==> src/rtl/dmg_pkg.sv <==
// ---------------------------------------------------------------------------
// dmg_pkg
// Shared definitions for the reduced SM83 (DMG) CPU:
//   - register-file index constants (B..PCL)
//   - flag bit positions inside the flags register
//   - FSM state and ALU operation enums
//   - opcode constants and small decode/ALU helper functions
// Optional build macro used by the design: DMG_TRACE_EN (see dmg_cpu.sv).
// ---------------------------------------------------------------------------
package dmg_pkg;

  // Register file indices (16 x 8; indices 6, 14, 15 unused)
  localparam logic [3:0] RF_B   = 4'd0;
  localparam logic [3:0] RF_C   = 4'd1;
  localparam logic [3:0] RF_D   = 4'd2;
  localparam logic [3:0] RF_E   = 4'd3;
  localparam logic [3:0] RF_H   = 4'd4;
  localparam logic [3:0] RF_L   = 4'd5;
  localparam logic [3:0] RF_A   = 4'd7;
  localparam logic [3:0] RF_Z   = 4'd8;
  localparam logic [3:0] RF_W   = 4'd9;
  localparam logic [3:0] RF_SPH = 4'd10;
  localparam logic [3:0] RF_SPL = 4'd11;
  localparam logic [3:0] RF_PCH = 4'd12;
  localparam logic [3:0] RF_PCL = 4'd13;

  // Flag bit positions; bits 3:0 always read as zero
  localparam int FLAG_Z = 7;
  localparam int FLAG_N = 6;
  localparam int FLAG_H = 5;
  localparam int FLAG_C = 4;

  typedef enum logic [2:0] {
    ST_FETCH0 = 3'd0,
    ST_FETCH1 = 3'd1,
    ST_IMM0   = 3'd2,
    ST_IMM1   = 3'd3,
    ST_IMM2   = 3'd4,
    ST_IMM3   = 3'd5,
    ST_EXEC   = 3'd6,
    ST_HALTED = 3'd7
  } state_e;

  // Encoding matches opcode bits [5:3] of the 10ooosss group
  typedef enum logic [2:0] {
    ALU_ADD = 3'd0,
    ALU_ADC = 3'd1,
    ALU_SUB = 3'd2,
    ALU_SBC = 3'd3,
    ALU_AND = 3'd4,
    ALU_XOR = 3'd5,
    ALU_OR  = 3'd6,
    ALU_CP  = 3'd7
  } alu_op_e;

  localparam logic [7:0] OP_NOP  = 8'h00;
  localparam logic [7:0] OP_JP   = 8'hC3;
  localparam logic [7:0] OP_JR   = 8'h18;
  localparam logic [7:0] OP_HALT = 8'h76;

  typedef struct packed {
    logic [7:0] res;
    logic [7:0] flags;
    logic       wr;     // 0 for CP: result is discarded
  } alu_res_t;

  // LD r,d8 : 00rrr110 with r != 6
  function automatic logic is_ld_r_d8(input logic [7:0] op);
    return (op[7:6] == 2'b00) && (op[2:0] == 3'b110) && (op[5:3] != 3'd6);
  endfunction

  // LD rr,d16 : 00rr0001
  function automatic logic is_ld_rr_d16(input logic [7:0] op);
    return (op[7:6] == 2'b00) && (op[3:0] == 4'b0001);
  endfunction

  // Opcodes that fetch at least one immediate byte
  function automatic logic needs_imm(input logic [7:0] op);
    return is_ld_r_d8(op) || is_ld_rr_d16(op) || (op == OP_JP) || (op == OP_JR);
  endfunction

  // High register of the rr pair; the low register is always the next index
  function automatic logic [3:0] rr_hi_idx(input logic [7:0] op);
    logic [3:0] idx;
    case (op[5:4])
      2'd0:    idx = RF_B;
      2'd1:    idx = RF_D;
      2'd2:    idx = RF_H;
      2'd3:    idx = RF_SPH;
      default: idx = RF_B;
    endcase
    return idx;
  endfunction

  // 8-bit ALU with SM83 flag rules. 9-bit/5-bit arithmetic makes bit 8 the
  // carry/borrow and bit 4 the half-carry/half-borrow for both add and sub.
  function automatic alu_res_t alu_exec(input alu_op_e op, input logic [7:0] a,
                                        input logic [7:0] b, input logic cin);
    alu_res_t   r;
    logic [8:0] full;
    logic [4:0] half;
    logic       n;
    r    = '0;
    full = 9'd0;
    half = 5'd0;
    n    = 1'b0;
    case (op)
      ALU_ADD: begin
        full = {1'b0, a} + {1'b0, b};
        half = {1'b0, a[3:0]} + {1'b0, b[3:0]};
      end
      ALU_ADC: begin
        full = {1'b0, a} + {1'b0, b} + {8'd0, cin};
        half = {1'b0, a[3:0]} + {1'b0, b[3:0]} + {4'd0, cin};
      end
      ALU_SUB, ALU_CP: begin
        full = {1'b0, a} - {1'b0, b};
        half = {1'b0, a[3:0]} - {1'b0, b[3:0]};
        n    = 1'b1;
      end
      ALU_SBC: begin
        full = {1'b0, a} - {1'b0, b} - {8'd0, cin};
        half = {1'b0, a[3:0]} - {1'b0, b[3:0]} - {4'd0, cin};
        n    = 1'b1;
      end
      ALU_AND: begin
        full = {1'b0, a & b};
        half = 5'b10000;          // AND always sets H
      end
      ALU_XOR: full = {1'b0, a ^ b};
      ALU_OR:  full = {1'b0, a | b};
      default: full = {1'b0, a};
    endcase
    r.res   = full[7:0];
    r.wr    = (op != ALU_CP);
    r.flags = {(full[7:0] == 8'h00), n, half[4], full[8], 4'b0000};
    return r;
  endfunction

endpackage

==> src/rtl/dmg_cpu.sv <==
// ---------------------------------------------------------------------------
// dmg_cpu
// Reduced SM83 CPU core: register file `rf`, `flags`, fetch/execute FSM and
// ALU. Fetches opcodes and immediates from a 1-cycle registered ROM.
// Ports:
//   clk_i       system clock, posedge
//   rst_ni      asynchronous active-low reset
//   rom_addr_o  ROM byte address, combinational PC[14:0]
//   rom_data_i  ROM data, valid one clock after the address
// Build macro: DMG_TRACE_EN -- when defined, prints a trace line at every
// instruction retire (simulation only). Undefined: no trace logic.
// ---------------------------------------------------------------------------
module dmg_cpu
  import dmg_pkg::*;
#(
  parameter logic [15:0] RESET_PC = 16'h0000,
  parameter logic [15:0] RESET_SP = 16'hFFFE
) (
  input  logic        clk_i,
  input  logic        rst_ni,
  output logic [14:0] rom_addr_o,
  input  logic [7:0]  rom_data_i
);

  logic [7:0] rf   [16];
  logic [7:0] rf_d [16];
  logic [7:0] flags;
  logic [7:0] flags_d;
  state_e     state_q, state_d;
  logic [7:0] ir_q, ir_d;

  logic [15:0] pc_s;
  logic [15:0] pc_inc_s;
  logic [15:0] jr_tgt_s;
  logic [7:0]  incdec_src_s;
  logic [7:0]  inc_res_s;
  logic [7:0]  dec_res_s;
  logic [2:0]  op_dst_s;
  logic [2:0]  op_src_s;
  alu_res_t    alu_s;

  assign pc_s       = {rf[RF_PCH], rf[RF_PCL]};
  assign pc_inc_s   = pc_s + 16'd1;                  // natural 16-bit wrap
  assign jr_tgt_s   = pc_s + {{8{rf[RF_Z][7]}}, rf[RF_Z]};
  assign rom_addr_o = pc_s[14:0];

  // Single-byte instructions execute straight from rom_data_i in FETCH1
  assign op_dst_s     = rom_data_i[5:3];
  assign op_src_s     = rom_data_i[2:0];
  assign incdec_src_s = rf[{1'b0, op_dst_s}];
  assign inc_res_s    = incdec_src_s + 8'd1;
  assign dec_res_s    = incdec_src_s - 8'd1;
  assign alu_s        = alu_exec(alu_op_e'(op_dst_s), rf[RF_A], rf[{1'b0, op_src_s}],
                                 flags[FLAG_C]);

  // State, register file and flags registers
  always_ff @(posedge clk_i or negedge rst_ni) begin
    if (!rst_ni) begin
      for (int i = 0; i < 16; i++) begin
        rf[i] <= 8'h00;
      end
      rf[RF_SPH] <= RESET_SP[15:8];
      rf[RF_SPL] <= RESET_SP[7:0];
      rf[RF_PCH] <= RESET_PC[15:8];
      rf[RF_PCL] <= RESET_PC[7:0];
      flags      <= 8'h00;
      state_q    <= ST_FETCH0;
      ir_q       <= 8'h00;
    end else begin
      rf      <= rf_d;
      flags   <= flags_d;
      state_q <= state_d;
      ir_q    <= ir_d;
    end
  end

  // Next-state, operand capture and execute logic
  always_comb begin
    state_d = state_q;
    ir_d    = ir_q;
    flags_d = flags;
    rf_d    = rf;
    case (state_q)
      ST_FETCH0: state_d = ST_FETCH1;

      ST_FETCH1: begin
        ir_d         = rom_data_i;
        rf_d[RF_PCH] = pc_inc_s[15:8];
        rf_d[RF_PCL] = pc_inc_s[7:0];
        if (rom_data_i == OP_HALT) begin
          state_d = ST_HALTED;
        end else if (needs_imm(rom_data_i)) begin
          state_d = ST_IMM0;
        end else begin
          state_d = ST_FETCH0;
          if ((rom_data_i[7:6] == 2'b00) && (rom_data_i[2:1] == 2'b10) &&
              (op_dst_s != 3'd6)) begin
            // INC r (bit0=0) / DEC r (bit0=1); carry is preserved
            if (!rom_data_i[0]) begin
              rf_d[{1'b0, op_dst_s}] = inc_res_s;
              flags_d = {(inc_res_s == 8'h00), 1'b0, (incdec_src_s[3:0] == 4'hF),
                         flags[FLAG_C], 4'b0000};
            end else begin
              rf_d[{1'b0, op_dst_s}] = dec_res_s;
              flags_d = {(dec_res_s == 8'h00), 1'b1, (incdec_src_s[3:0] == 4'h0),
                         flags[FLAG_C], 4'b0000};
            end
          end else if ((rom_data_i[7:6] == 2'b01) && (op_dst_s != 3'd6) &&
                       (op_src_s != 3'd6)) begin
            rf_d[{1'b0, op_dst_s}] = rf[{1'b0, op_src_s}];
          end else if ((rom_data_i[7:6] == 2'b10) && (op_src_s != 3'd6)) begin
            if (alu_s.wr) begin
              rf_d[RF_A] = alu_s.res;
            end else begin
              rf_d[RF_A] = rf[RF_A];
            end
            flags_d = alu_s.flags;
          end else begin
            // Unsupported opcode or (HL) operand: behaves as NOP
            flags_d = flags;
          end
        end
      end

      ST_IMM0: state_d = ST_IMM1;

      ST_IMM1: begin
        rf_d[RF_Z]   = rom_data_i;
        rf_d[RF_PCH] = pc_inc_s[15:8];
        rf_d[RF_PCL] = pc_inc_s[7:0];
        if (is_ld_r_d8(ir_q)) begin
          rf_d[{1'b0, ir_q[5:3]}] = rom_data_i;
          state_d = ST_FETCH0;
        end else if (ir_q == OP_JR) begin
          state_d = ST_EXEC;
        end else begin
          state_d = ST_IMM2;
        end
      end

      ST_IMM2: state_d = ST_IMM3;

      ST_IMM3: begin
        rf_d[RF_W]   = rom_data_i;
        rf_d[RF_PCH] = pc_inc_s[15:8];
        rf_d[RF_PCL] = pc_inc_s[7:0];
        state_d      = ST_EXEC;
      end

      ST_EXEC: begin
        state_d = ST_FETCH0;
        if (ir_q == OP_JP) begin
          rf_d[RF_PCH] = rf[RF_W];
          rf_d[RF_PCL] = rf[RF_Z];
        end else if (ir_q == OP_JR) begin
          rf_d[RF_PCH] = jr_tgt_s[15:8];
          rf_d[RF_PCL] = jr_tgt_s[7:0];
        end else if (is_ld_rr_d16(ir_q)) begin
          rf_d[rr_hi_idx(ir_q)]         = rf[RF_W];
          rf_d[rr_hi_idx(ir_q) + 4'd1]  = rf[RF_Z];
        end else begin
          rf_d[RF_A] = rf[RF_A];
        end
      end

      ST_HALTED: state_d = ST_HALTED;   // left only through reset

      default: state_d = ST_FETCH0;
    endcase
  end

`ifdef DMG_TRACE_EN
  logic [15:0] op_pc_q;
  logic        retire_s;
  logic [7:0]  retire_op_s;
  logic [15:0] retire_pc_s;

  // An instruction retires on any return to FETCH0 or on entry to HALTED
  assign retire_s    = ((state_q != ST_FETCH0) && (state_d == ST_FETCH0)) ||
                       ((state_q == ST_FETCH1) && (state_d == ST_HALTED));
  assign retire_op_s = (state_q == ST_FETCH1) ? rom_data_i : ir_q;
  assign retire_pc_s = (state_q == ST_FETCH1) ? pc_s : op_pc_q;

  // Address of the opcode currently in flight
  always_ff @(posedge clk_i or negedge rst_ni) begin
    if (!rst_ni) begin
      op_pc_q <= RESET_PC;
    end else if (state_q == ST_FETCH1) begin
      op_pc_q <= pc_s;
    end else begin
      op_pc_q <= op_pc_q;
    end
  end

  // Retire trace with architectural state after the instruction
  always_ff @(posedge clk_i) begin
    if (rst_ni && retire_s) begin
      $display("TRACE pc=%04h op=%02h AF=%02h%02h BC=%02h%02h DE=%02h%02h HL=%02h%02h SP=%02h%02h",
               retire_pc_s, retire_op_s, rf_d[RF_A], flags_d, rf_d[RF_B], rf_d[RF_C],
               rf_d[RF_D], rf_d[RF_E], rf_d[RF_H], rf_d[RF_L], rf_d[RF_SPH], rf_d[RF_SPL]);
    end
  end
`endif

endmodule

==> src/rtl/dmg_main_core.sv <==
// ---------------------------------------------------------------------------
// dmg_main_core
// Top of the minimal DMG datapath: wraps the reduced SM83 CPU (instance
// `cpu`) and exposes the external cartridge ROM interface.
// Ports:
//   clk       system clock, posedge
//   rst       asynchronous active-low reset
//   rom_addr  ROM byte address (combinational PC[14:0])
//   rom_data  ROM read data, valid one clock after the address
// Build macro: DMG_TRACE_EN enables the retire trace inside `cpu`.
// ---------------------------------------------------------------------------
module dmg_main_core
  import dmg_pkg::*;
#(
  parameter logic [15:0] RESET_PC = 16'h0000,
  parameter logic [15:0] RESET_SP = 16'hFFFE
) (
  input  logic        clk,
  input  logic        rst,
  output logic [14:0] rom_addr,
  input  logic [7:0]  rom_data
);

  dmg_cpu #(
    .RESET_PC (RESET_PC),
    .RESET_SP (RESET_SP)
  ) cpu (
    .clk_i      (clk),
    .rst_ni     (rst),
    .rom_addr_o (rom_addr),
    .rom_data_i (rom_data)
  );

endmodule

==> config.mk <==
export PLATFORM = sky130hd
export DESIGN_NAME = dmg_main_core
export DESIGN_NICKNAME = d
export VERILOG_FILES = /design/src/rtl/dmg_pkg.sv /design/src/rtl/dmg_cpu.sv /design/src/rtl/dmg_main_core.sv
export SDC_FILE = /design/constraint.sdc
export NUM_CORES = 1
export LEC_CHECK = 0
export ABC_CLOCK_PERIOD_IN_PS = 3300
export CAP_MARGIN = 20
export CORE_UTILIZATION = 40
export CTS_CLUSTER_DIAMETER = 60
export DETAILED_ROUTE_END_ITERATION = 12
export GPL_TIMING_DRIVEN = 1
export PLACE_DENSITY = 0.66
export SETUP_SLACK_MARGIN = 0.02
export SLEW_MARGIN = 5
export SYNTH_ARGS = -nofsm -noshare
export SYNTH_HDL_FRONTEND = slang
export SYNTH_SLANG_ARGS = --single-unit
==> constraint.sdc <==
create_clock -name clk -period 3.3 [get_ports clk]
set_input_delay 0.66 -clock clk [delete_from_list [all_inputs] [get_ports clk]]
set_output_delay 0.66 -clock clk [all_outputs]
set_load 0.03 [all_outputs]
# Word-level counts from Yosys, hierarchy flattened
# Index checks and enable logic that the tools add are counted.
[word_totals] ff_bits=140 out_inout_bits=15 word_cells=182
[op_classes] add_sub_neg=9 magnitude_cmp=9 eq_ne=43 n_mux=58 bitwise=12 reduce_logical=32
[op_table] cell="128-bit bitwise mux" count=6
[op_table] cell="128-bit two-way mux" count=5
[op_table] cell="72-bit case mux with 3 select lines" count=1
[op_table] cell="96-bit two-way mux" count=2
[op_table] cell="8-bit demux with 4-bit select" count=4
[op_table] cell="64-bit two-way mux" count=2
[op_table] cell="56-bit two-way mux" count=2
[op_table] cell="8-bit two-way mux" count=12
[op_table] cell="16-bit case mux with 3 select lines" count=2
[op_table] cell="8-bit binary-select mux with 4-bit select" count=2
[op_table] cell="16-bit two-way mux" count=4
[op_table] cell="16-bit case mux with 4 select lines" count=1
[op_table] cell="9-bit case mux with 7 select lines" count=1
[op_table] cell="8-bit case mux with 4 select lines" count=1
[op_table] cell="3-bit == test (second input constant)" count=10
[op_table] cell="5-bit >= comparator (second input constant)" count=5
[op_table] cell="3-bit case mux with 8 select lines" count=1
[op_table] cell="5-bit by 1-bit less-than comparator with 1-bit output (second input constant)" count=4
[op_table] cell="16-bit by 1-bit adder with 16-bit output (second input constant)" count=1
[op_table] cell="16-bit adder" count=1
[op_table] cell="8-bit by 5-bit == test with 1-bit output (second input constant)" count=2
[op_table] cell="8-bit == test (second input constant)" count=2
[op_table] cell="4-bit two-way mux" count=4
[op_table] cell="4-bit case mux with 4 select lines" count=1
[op_table] cell="other kinds (39)" count=87

# Longest topological paths before layout
# Gate-level depths: netlist of run 1.
[depth] word_depth=17 depth_mapped=10 ltp_nobuf=9

# Least setup slack after synthesis of run 1
# OpenSTA, ideal clock, no wires.
[synth_timing] path_kind="reg2reg" from="register cpu.rf, in the netlist cpu.rom_addr_o[0]" to="register cpu.rf, in the netlist cpu.rom_addr_o[14]" setup_ns=0.128 t_arrival_ns=2.148 t_required_ns=3.172 path_slack_ns=1.025 stages_incl_launch_ff=10 cell_sequence="dfrtp_1 > ha_1 > fa_1 > a21oi_1 > nor2_1 > nor2_1 > o21ai_0 > a211oi_1 > mux2i_1 > a21oi_1"
[synth_between] elab_chain_cells=10
[synth_rtl] item="start, declared" line="dmg_cpu.sv:25" source="logic [7:0] rf [16];"
[synth_rtl] item="start signal, assigned by index" line="dmg_cpu.sv:62" source="rf[RF_SPH] <= RESET_SP[15:8];"
[synth_rtl] item="start signal, assigned by index" line="dmg_cpu.sv:63" source="rf[RF_SPL] <= RESET_SP[7:0];"
[synth_rtl] item="start signal, assigned by index" line="dmg_cpu.sv:64" source="rf[RF_PCH] <= RESET_PC[15:8];"
[synth_rtl] item="8-bit binary-select mux with 4-bit select" line="dmg_cpu.sv:50" source="assign incdec_src_s = rf[{1'b0, op_dst_s}];"
[synth_rtl] item="8-bit two-way mux (not written as such) (2 in series)" line="dmg_cpu.sv:50"
[synth_rtl] item="8-bit by 1-bit adder with 8-bit output or 8-bit by 1-bit subtractor with 8-bit output (tied branches)" line="dmg_cpu.sv:51, dmg_cpu.sv:52"
[synth_rtl] item="128-bit bitwise mux, on equally long branches" line="dmg_cpu.sv:100, dmg_cpu.sv:104"
[synth_rtl] item="128-bit two-way mux" line="dmg_cpu.sv:99" source="if (!rom_data_i[0]) begin"
[synth_rtl] item="128-bit two-way mux" line="dmg_cpu.sv:96" source="if ((rom_data_i[7:6] == 2'b00) && (rom_data_i[2:1] == 2'b10) &&"
[synth_rtl] item="128-bit two-way mux" line="dmg_cpu.sv:92" source="end else if (needs_imm(rom_data_i)) begin"
[synth_rtl] item="128-bit two-way mux" line="dmg_cpu.sv:90" source="if (rom_data_i == OP_HALT) begin"
[synth_rtl] item="16-bit case mux with 4 select lines (*)" line="dmg_cpu.sv:83" source="case (state_q)"
# Every way passes the cells marked *; elsewhere a longest branch is shown, timed or not. The select of a mux whose other input is x is not followed.
# A chain may end at the register's enable or synchronous reset.

# Final worst setup path of run 1
# Same ends and word-level chain as after synthesis.

==> results.yml, run 1 <==
run_status:
  outcome: "complete, no violations"
global_routing:
  overflow: 0
  grt_max_degree: 42
  antenna_found_initial: 0
  grt.total_usage: 0.218
  grt_pass1_vias: 2891
  grt_first_pass_wirelength_mm: 14.7
routing:
  wl_per_cell_um: 18.7
  ant_nets: 0
  routed_via_density: 6.16
  drt-pass1-iter-count: 5
  drt_iter0_drc: 189
  vias: 2907
  route.detailed.drc: 0
  wirelength_mm: 8.81
critical_path:
  crit_buf_inv: 0
  path_cells: "ha_1 -> fa_1 -> a21oi_1 -> nor2_1 -> nor2_1 -> o21ai_0 -> a211oi_1 -> mux2i_1 -> a21oi_1"
  critPathKind: "register to register"
  arrival_ns: 2.73
  reg2reg_slack_ns: 0.76
  cp_slowest_stage_delay_ns: 0.46
  reg2reg_from: "cpu.rom_addr_o[0]"
  crit_slowest_cell: "dfrtp_1"
  r2r_cells: 9
  start_kind: "register"
  r2r_end: "cpu.rom_addr_o[14]"
  critPathCaptureType: "register"
  critPathRequiredTime_ns: 3.48
  cp_top_family: "compound AO/OA/AOI/OAI gates"
  cp_max_fo: 8
synth:
  syn_area_per_cell_um2: 9.01
  synth_top_area_share: 0.313
  synth_flop_cell: "dfrtp_1"
  synth_area_leaders: "dfrtp_1 (31%), mux2_2 (8.2%), ha_1 (5.7%), o21ai_0 (4.6%), nand2_1 (4.3%)"
  syn_nets: 390
  ys_ff_latch: 41
  yosysSeqAreaShare: 0.313
  synth.distinct_cells: 63
  yosysWarnings: 0
  synthArstFlopShare: 1.00
  synth_top_area_cell: "dfrtp_1"
  syn-instance-count: 364
  synth_area_mm2: 0.00328
  synth_edf_count: 0
clock_network:
  htreeDepth: 2
  cts_tree: "built"
  postCtsHoldBufs: 0
  cts-buffers-inserted: 5
  clockBufferDepth: 2
  worstSkewPairLatency_ns: 0.29
  clkTransAtPathRegs_ns: 0.09
  cts_root_buf: "clkbuf_8"
  cts-resized-gates: 0
  clkSinkCount: 41
  post_cts_buffers: 0
power:
  peakVddDrop_uv: 208
  p_per_area_mw_per_mm2: 265
  p_leak_uw: 0.00151
  total_power_uw: 936
timing:
  final-max-slew-violation-count: 0
  period_share: 0.771
  finalSetupTns_ns: 0
  setup_violations: 0
  tightest_slew_ns: 0.950
  relSlewSlack: 0.367
  rsz0062_at_grt: "no"
  fin_crit_ns: 2.54
  max_freq_mhz: 393
  hold_violations: 0
  finClkSkew_ns: 0.0103
final_layout:
  layout-drive-gt1-share: 0.135
  syn2layout_area_growth_pct: 7.63
  final_nets: 395
  mostFrequentLayoutCells: "dfrtp_1 (41), nand2_1 (38), o21ai_0 (30)"
  layout_commonest_cell: "dfrtp_1"
  nFillCells: 783
  antennaDiodeCount: 0
floorplan:
  core-area_mm2: 0.00785
  io_pins: 25
  die_h_um: 92.5
  die-area_mm2: 0.00856
  start_util: 0.418
  rows: 32
  die_x_um: 92.5
worst_hold_path:
  hp-class: "primary input to async pin"
place:
  io_buffers: 24
  hpwlAfterDp_mm: 6.31
  gp_congestion: 0.841
run:
  cap_violations: 0
[routing by layer]
metal | share of wire | global-route usage | up-vias
met5 | 0 | 0 | -
met4 | 0.0058 | 0.0482 | 0
met3 | 0.048 | 0.0296 | 6
met2 | 0.48 | 0.357 | 92
met1 | 0.46 | 0.304 | 1438
li1 | - | - | 1371
[worst register-to-register path: stages, from the launching register on]
cell,delay [ns]
dfrtp_1,0.46
ha_1,0.27
fa_1,0.41
a21oi_1,0.21
nor2_1,0.09
nor2_1,0.18
o21ai_0,0.19
a211oi_1,0.30
mux2i_1,0.24
a21oi_1,0.08
[sequential cells by signal (all words and copies together), names as in the netlist]
| name | flops |
|---|---|
| cpu.rom_addr_o | 15 |
| cpu.ir_q | 8 |
| cpu.rf | 15 |
| cpu.state_q | 3 |
[report_power, final]
group | internal (µW) | total, µW | leakage (µW) | switching (µW)
sequential | 511 | 520 | 0.000523 | 8.82
combinational | 31.1 | 76.3 | 0.000955 | 45.2
clock | 149 | 340 | 0.0000374 | 190
total | 692 | 936 | 0.00151 | 244
[logic make-up (layout without fill, tap and decap cells)]
| logic type | count (synthesis) | after routing | synth area share |
|---|---|---|---|
| xor+xnor | 11 | 11 | 0.0294 |
| fa+ha+maj | 16 | 16 | 0.0633 |
| mux | 27 | 27 | 0.0916 |
| simple gates | 128 | 128 | 0.219 |
| flops | 41 | 41 | 0.313 |
| compound gates | 107 | 107 | 0.209 |
| buf+inv | 34 | 40 | 0.0748 |
[through the flow]
stage               instances  instance area [µm²]  hold slack [ns]  setup slack (ns)   util
finish                    472                 3530            0.513             0.757  0.450
global route              472                 3530            0.546             0.548  0.450
CTS                       472                 3530            0.523             0.742  0.450
detailed placement        464                 3440            0.500             0.754  0.439
global placement          464                 3440            0.492             0.774  0.439
floorplan                 364                 3280            0.364              1.02      -
[worst max-delay path by stage]
stage / start / end / cells after the start
floorplan: cpu.rom_addr_o[0] / cpu.rom_addr_o[14] / 9
global placement: cpu.rom_addr_o[0] / cpu.rom_addr_o[14] / 9
detailed placement: cpu.rom_addr_o[0] / cpu.rom_addr_o[14] / 9
CTS: cpu.rom_addr_o[0] / cpu.rom_addr_o[14] / 9
global route: cpu.rom_addr_o[8] / cpu.rom_addr_o[13] / 8
finish: cpu.rom_addr_o[0] / cpu.rom_addr_o[14] / 9
[cell type report]
class,instances,area (µm²),area share
clock buffer,6,72.6,0.0206
clock inverter,2,15.0,0.00425
inverter,4,15.0,0.00425
multi-input combinational,289,2010,0.569
sequential,41,1030,0.291
tap,102,128,0.0362
timing repair buffer,28,265,0.0752
[Yosys cell counts, drive strengths merged, types with 4 or more instances]
library cell   n
nand2b         4
nand2         40
nand3b         9
nand3         15
a31oi          9
dfrtp         41
clkbuf         9
o21ai         33
and3           8
o22ai          5
mux2          24
ha            15
nor2          20
inv            4
nand4          4
xor2           8
nor3           5
a21o           6
o221ai         4
a22oi          4
buf           20
a221oi         4
a21oi         23
Power figures use the tool's default switching activity.
==> run 2, diff against run 1 <==
Settings changed: ABC_CLOCK_PERIOD_IN_PS 3300 to 2200, PLACE_DENSITY 0.66 to 0.68.
Clock period 3.3 ns to 2.2 ns, I/O delays scaled along.
==> run 2 against run 1 <==
- first-iteration DRC count increased by 76%
- sequential power increased by 50%
- cell count increased by 11%
- critical path type unchanged
- global-route usage increased by 1.1 points
- clock skew about the same
- final area increased by 17%
- power increased by 68%
==> results.yml, run 2 (synthesis gave the netlist of run 1 again) <==
run_status:
  outcome: "complete, no violations"
timing:
  period_share: 0.991
  max_freq_mhz: 459
  finClkSkew_ns: 0.0100
  fin_crit_ns: 2.18
  tightest_slew_ns: 0.544
  final-max-slew-violation-count: 0
  hold_violations: 0
  relSlewSlack: 0.637
  rsz0062_at_grt: "yes"
  finalSetupTns_ns: 0
  hold_slack_ns: 0.196
  setup_violations: 0
critical_path:
  crit_slowest_cell: "dfrtp_1"
  arrival_ns: 2.38
  cp_max_fo: 3
  start_kind: "register"
  critPathKind: "register to register"
  crit_buf_inv: 1
  cp_slowest_stage_delay_ns: 0.41
  critPathRequiredTime_ns: 2.40
  path_cells: "ha_2 -> fa_2 -> a21oi_4 -> nor2_2 -> nor2_2 -> o21ai_2 -> buf_4 -> xor2_1 -> nor2_1 -> o31ai_1"
  critPathCaptureType: "register"
  cp_common_cell: "nor2_2"
  cp_top_family: "adder cells"
power:
  p_leak_uw: 0.00181
  p_comb_frac: 0.098
  switchingPower_uw: 387
  power_frac_seq: 0.498
  p_per_area_mw_per_mm2: 380
  power.clock.fraction: 0.404
  peakVddDrop_uv: 289
  power.share.switching: 0.247
  internal_power_uw: 1180
routing:
  routed_via_density: 6.09
  ant_nets: 0
  drt_iter0_drc: 332
  wl_per_cell_um: 18.4
  drt-pass1-iter-count: 5
  route.detailed.drc: 0
  vias: 3199
  wirelength_mm: 9.65
run:
  cap_violations: 0
global_routing:
  grt_first_pass_wirelength_mm: 15.3
  grt_max_degree: 42
  antenna_found_initial: 0
  grt.total_usage: 0.229
  grt_pass1_vias: 2995
  overflow: 0
clock_network:
  cts-buffers-inserted: 5
  htreeDepth: 2
  clkSinkCount: 41
  clockBufferDepth: 2
  cts_root_buf: "clkbuf_8"
  cts_tree: "built"
  clkTransAtPathRegs_ns: 0.09
  postCtsHoldBufs: 0
  worstSkewPairLatency_ns: 0.30
final_layout:
  final_nets: 448
  layout-drive-gt1-share: 0.307
  final_cells: 525
  mostFrequentLayoutCells: "buf_4 (56), dfrtp_1 (40), nand2_1 (37)"
  syn2layout_area_growth_pct: 26.0
  antennaDiodeCount: 0
  nFillCells: 754
  layout_commonest_cell: "buf_4"
  multi_input_area_mm2: 0.00218
  seqCellArea_mm2: 0.00103
  postLayoutCellArea_mm2: 0.00413
floorplan:
  io_pins: 25
  die-area_mm2: 0.00856
  die_x_um: 92.5
  start_util: 0.418
  die_h_um: 92.5
  core-area_mm2: 0.00785
  rows: 32
place:
  gp_congestion: 0.871
  hpwlAfterDp_mm: 6.94
  placedCellCount: 510
  io_buffers: 24
  place_area_mm2: 0.00379
worst_hold_path:
  hp-class: "primary input to async pin"
run 2: cell types whose count changed in the layout (fill, tap and decap cells not counted), moves of 2 or more:
cell | previous run | this run
a21oi_1 | 22 | 17
a21oi_2 | 1 | 5
a31oi_1 | 9 | 7
a31oi_2 | 0 | 2
buf_4 | 4 | 56
ha_1 | 15 | 8
ha_4 | 0 | 6
nor2_1 | 18 | 16
nor2_2 | 2 | 4
o21ai_0 | 30 | 25
o21ai_1 | 2 | 6
run 2: layout make-up:
class                           instances  area share
Timing Repair Buffer                   81       0.161
Inverter                                4     0.00363
Clock inverter                          3      0.0112
Clock buffer                            5      0.0167
Tap cell                              102      0.0309
Multi-Input combinational cell        289       0.528
Sequential cell                        41       0.249
run 2: layer usage:
metal | global-route usage | vias up | share of wire
met3 | 0.0279 | 16 | 0.065
met2 | 0.367 | 127 | 0.47
met5 | 0 | - | 0
met1 | 0.320 | 1582 | 0.45
met4 | 0.0703 | 0 | 0.017
li1 | - | 1474 | -
run 2: through the flow:
stage          setup slack [ns]   util  power (µW)
2_1_floorplan           -0.0335      -         846
3_3_place_gp             -0.130  0.483         931
3_5_place_dp             -0.230  0.483         934
4_1_cts                  0.0291  0.505        1570
5_1_grt                 -0.0400  0.527        1630
6_report                 0.0197  0.527        1570
run 2: path summary, 6_finish.rpt:
kind | to | from | slack [ns] | depth (start not counted)
max reg2reg | cpu.rom_addr_o[10] | cpu.rom_addr_o[0] | 0.02 | 10
max | cpu.rom_addr_o[10] | cpu.rom_addr_o[0] | 0.02 | 10
min in group clk | cpu.rf[51] | cpu.rf[51] | 0.52 | 1
min | cpu.ir_q[3] | rst | 0.20 | 2
min reg2reg | cpu.rf[51] | cpu.rf[51] | 0.52 | 1
max in group asynchronous | cpu.rf[63] | rst | 1.60 | 2
run 2: power groups by stage:
stage	clock network [µW]	logic (µW)	registers [µW]
finish	634	154	782
global route	678	169	784
CTS	649	142	780
detailed placement	0	140	794
global placement	0	137	794
floorplan	0	54.9	791
run 2: timing repair:
action,in CTS,in global routing
gates resized for setup,8,27
setup buffers,3,4
endpoints found under the setup margin,5,9
pin swaps,4,14
gates cloned,0,0
